===== src/rtl/elastic_skid_buffer.sv =====
// Generic 2-entry valid/ready register slice. The main slot drives the output and the skid slot
// catches the token accepted in the cycle that the consumer stalls.
module elastic_skid_buffer #(
   parameter int DATA_TYPE = 32
) (
   input  logic                 clk,
   input  logic                 rst,
   input  logic [DATA_TYPE-1:0] ins,
   input  logic                 ins_valid,
   output logic                 ins_ready,
   output logic [DATA_TYPE-1:0] outs,
   output logic                 outs_valid,
   input  logic                 outs_ready
);

   localparam logic [1:0] EMPTY = 2'd0;
   localparam logic [1:0] ONE   = 2'd1;
   localparam logic [1:0] FULL  = 2'd2;

   logic [1:0]           state;
   logic [DATA_TYPE-1:0] main_q;
   logic [DATA_TYPE-1:0] skid_q;
   logic                 push;
   logic                 pop;

   // Input readiness comes from registered state alone, so outs_ready never reaches ins_ready.
   assign ins_ready  = (state != FULL) & ~rst;
   assign push       = ins_valid & ins_ready;
   assign outs_valid = (state != EMPTY);
   assign pop        = outs_valid & outs_ready;
   assign outs       = main_q;

   // NOTE: sequential state uses non-blocking assignments only, so every register samples
   // the pre-edge values regardless of statement order.
   always_ff @(posedge clk) begin
      if (rst) begin
         state  <= EMPTY;
         // NOTE: the data slots are reset as well because dataOut must read zero after reset.
         main_q <= '0;
         skid_q <= '0;
      end else begin
         case (state)
            EMPTY: begin
               if (push) begin
                  main_q <= ins;
                  state  <= ONE;
               end
            end
            ONE: begin
               if (push && pop) begin
                  main_q <= ins;
               end else if (push) begin
                  skid_q <= ins;
                  state  <= FULL;
               end else if (pop) begin
                  state <= EMPTY;
               end
            end
            FULL: begin
               if (pop) begin
                  main_q <= skid_q;
                  state  <= ONE;
               end
            end
            default: state <= EMPTY;
         endcase
      end
   end

endmodule


===== src/rtl/cond_mux_skid.sv =====
// Select-merge: the condition token chooses which input is consumed and forwarded, rejoining
// two paths that a branch split. The output is decoupled through a 2-entry skid buffer.
module cond_mux_skid #(
   parameter int DATA_TYPE = 32
) (
   input  logic                 clk,
   input  logic                 rst,
   input  logic                 condition,
   input  logic                 condition_valid,
   output logic                 condition_ready,
   input  logic [DATA_TYPE-1:0] trueIn,
   input  logic                 trueIn_valid,
   output logic                 trueIn_ready,
   input  logic [DATA_TYPE-1:0] falseIn,
   input  logic                 falseIn_valid,
   output logic                 falseIn_ready,
   output logic [DATA_TYPE-1:0] dataOut,
   output logic                 dataOut_valid,
   input  logic                 dataOut_ready
);

   logic                 sel_valid;
   logic [DATA_TYPE-1:0] sel_data;
   logic                 accept;
   logic                 fire;

   assign sel_valid = condition ? trueIn_valid : falseIn_valid;
   assign sel_data  = condition ? trueIn : falseIn;
   assign fire      = condition_valid & sel_valid & accept;

   // The non-selected input never sees ready, so its token stays in place.
   assign condition_ready = fire;
   assign trueIn_ready    = fire & condition;
   assign falseIn_ready   = fire & ~condition;

   elastic_skid_buffer #(
      .DATA_TYPE(DATA_TYPE)
   ) u_skid (
      .clk       (clk),
      .rst       (rst),
      .ins       (sel_data),
      .ins_valid (condition_valid & sel_valid),
      .ins_ready (accept),
      .outs      (dataOut),
      .outs_valid(dataOut_valid),
      .outs_ready(dataOut_ready)
   );

endmodule


===== config.mk =====
export PLATFORM = sky130hd
export DESIGN_NAME = cond_mux_skid
export DESIGN_NICKNAME = d
export VERILOG_FILES = /design/src/rtl/elastic_skid_buffer.sv /design/src/rtl/cond_mux_skid.sv
export SDC_FILE = /design/constraint.sdc
export NUM_CORES = 1
export LEC_CHECK = 0
export CORE_MARGIN = 3
export CORE_UTILIZATION = 50
export DETAILED_ROUTE_END_ITERATION = 8
export PLACE_DENSITY_LB_ADDON = 0.3
export SLEW_MARGIN = 20
export SYNTH_ARGS = -nofsm -noshare
export SYNTH_HDL_FRONTEND = slang
export SYNTH_HIERARCHICAL = 1
export SYNTH_SLANG_ARGS = --single-unit

===== constraint.sdc =====
create_clock -name clk -period 2.8 [get_ports clk]
set_clock_uncertainty 0.15 [all_clocks]
set_input_delay 0.56 -clock clk [delete_from_list [all_inputs] [get_ports clk]]
set_output_delay 0.56 -clock clk [all_outputs]
set_load 0.01 [all_outputs]

==> summary.txt <==
status: completed
worst path bufs/invs: 2
Critical Path RT: 2090 ps
ys async rst share: 0%
Initial DRT Pass Iterations: 5
Layout area overhead: 34.35%
# rows: 30
Avg Cell Area, Syn: 10.21 sq um
synth cell count leaders: dfxtp_1 (66), mux2i_1 (34), a21oi_1 (33), a311oi_1 (32), nand3_1 (32)
Iter 0 DRT Violations: 291
n_diodes: 0
#FFs+latches synth: 66
layout cells sized above 1: 22.86%
Synth Area in XOR/XNOR: 0%
initial core utilization: 53.06%
DRC: 0
GRT Util Overall: 23.73%
Port-buffer cells: 106
vias: 3321
count leader, synth: dfxtp_1
most used cell, CP: clkdlybuf4s50_1
Rel. slew slack: 30.20%
first-pass GRT wire length: 16510 um
Post-CTS Setup Inserts: 0
Critical Path, Cell by Cell: clkdlybuf4s50_1 > mux2i_1 > nor2_1 > clkdlybuf4s50_1
H-tree levels: 3
sequential area share after synthesis: 35.66%
fin util: 71.29%
dpl cells: 537
antenna viol nets, final: 0
cts repair resizes: 0
Synthesis Warnings: 6
Finished Layout Cells: 551
gpl congestion: 0.7949
Startpoint Class: primary input
vias in the first global route: 3338
RSZ-0062 raised after global routing: no
routed len/inst: 18.09 um
final WL: 9966 um
FMAX: 0.3807 GHz
WP data arrival: 1920 ps
Setup CP Type: in2out
Least-Margin Pin Slew: 1047 ps
nets: 523
Main synth FF type: dfxtp_1
Unique masters post-synth: 33
CTS clock-pin slew for the worst setup and hold paths: 70 ps
worst min-delay path category: reg2reg
# setup viols final: 0
critical path depth: 4
CP max FO: 2
CTS Hold Bufs: 0
worst reg-to-reg path cell count: 5
I/O Pins: 107
main combinational cell family by area after synthesis: compound AO/OA/AOI/OAI gates
largest net degree at the start of global routing: 98
Synth area leaders: dfxtp_1 (36%), mux2_4 (11%), a211oi_2 (10%)
Die X-Extent: 92.08 um
Root Driver: clkbuf_8
peak supply drop: 0.0004056 V
CP max stage delay: 490 ps
Setup crit end kind: primary output
full die area: 0.008479 sq mm
delay-heaviest family, CP: buffers and inverters
final hold viol count: 0
pwr dens: 459.1 mW/mm^2
Longest Clk Path Bufs: 2
Post-Synthesis Cells: 363
number of flops mapped to enable cells by yosys: 0
mux cell area share after synthesis: 21.75%
Die Span Y: 92.08 um
Slew Limit Fails: 0
Hold Path Depth: 2
synthesized cell area: 0.003705 sq mm
final hold slack: 325.3 ps
post-DP HPWL: 6545 um
Synth Area in Simple Gates: 7.329%
Post-Syn Nets: 434
Via density: 6.027
Critical Path Slowest Stage Cell: clkdlybuf4s50_1
number of clock sinks: 66
Post-Synth Adder-Cell Area: 0%
Setup TNS: 0 ps
Num CTS Buffers: 9
largest area contributor in the netlist: dfxtp_1
fin crit period: 2627 ps
# Max-Cap Violations: 0
share of the synthesized area in the top cell type: 35.66%
CORE AREA: 0.006982 sq mm
Final period util: 93.81%
antenna violations before repair: 0
TritonCTS clock tree: yes
static leakage: 1.932 nW
total gr overflow: 0
Worst-Skew Late Latency: 330 ps
Synth Area in Compound Gates: 27.52%
==> worst paths after layout <==
kind | end | startpoint | slack (ps)
setup / recovery | condition_ready | trueIn_valid | 170
hold / removal | u_skid/skid_q[7] | u_skid/skid_q[7] | 330
hold reg to reg | u_skid/skid_q[7] | u_skid/skid_q[7] | 330
setup reg to reg | u_skid/outs[8] | u_skid/state[1] | 1050
==> final cells by class <==
| type | count | area, sq um |
|---|---|---|
| multi-input cells | 248 | 2125 |
| fillers | 533 | 2004 |
| flip-flops and latches | 66 | 1321 |
| repair buffers | 126 | 1216 |
| clock buffers | 11 | 151.4 |
| well taps | 96 | 120.1 |
| clock inverters | 3 | 40.04 |
| inverters | 1 | 3.754 |
==> flip-flops by register name, indices dropped and copies added (netlist names) <==
register and cells:
u_skid/outs 32, u_skid/skid_q 32, u_skid/state 2
==> cell usage in the layout (no fill, tap or decap), types with 2 or more instances in the layout <==
master	Yosys	final
clkdlybuf4s50_1	0	104
o21ai_0	27	27
nand3_1	32	32
mux2i_1	34	34
mux2_2	4	4
nand2_1	3	3
o21ai_1	5	5
a311oi_1	32	32
buf_4	1	20
mux2_4	28	28
nor2_1	4	3
clkinv_2	0	2
a21oi_1	33	33
dfxtp_1	66	66
clkbuf_8	0	11
a211oi_1	3	3
a211oi_2	30	30
==> through the flow <==
step	instance area (sq um)	power, mW	setup slack (ps)
floorplan	3705	1.296	451.0
global placement	4786	1.502	223.9
detailed placement	4786	1.514	176.0
CTS	4977	2.293	171.3
global route	4977	2.365	95.59
finish	4977	2.285	173.3
==> routing by layer <==
metal	wire, um	part of all wire, %	track usage [%]	up-vias
li1	-	-	-	1570
met1	4184	42	28.93	1611
met2	5111	51	41.85	134
met3	579	5.8	5.168	6
met4	90	0.90	6.807	0
met5	0	0	0	-
==> where the power goes <==
part | switching, mW | leakage (nW) | internal [mW] | total, mW
clock network | 0.342 | 0.101 | 0.447 | 0.790
registers | 0.0216 | 0.536 | 0.974 | 0.996
logic | 0.221 | 1.29 | 0.278 | 0.500
==> worst min-delay path, delay by kind of cell (launching register included) <==
kind,cells,cell delay (ps)
AO/OA/AOI/OAI,2,120
flip-flops,1,310
==> cells by family after synthesis <==
| family | Yosys count |
|---|---|
| compound gates | 132 |
| simple gates | 50 |
| mux | 66 |
| flops | 66 |
| buf+inv | 49 |
Power figures use the tool's default switching activity.
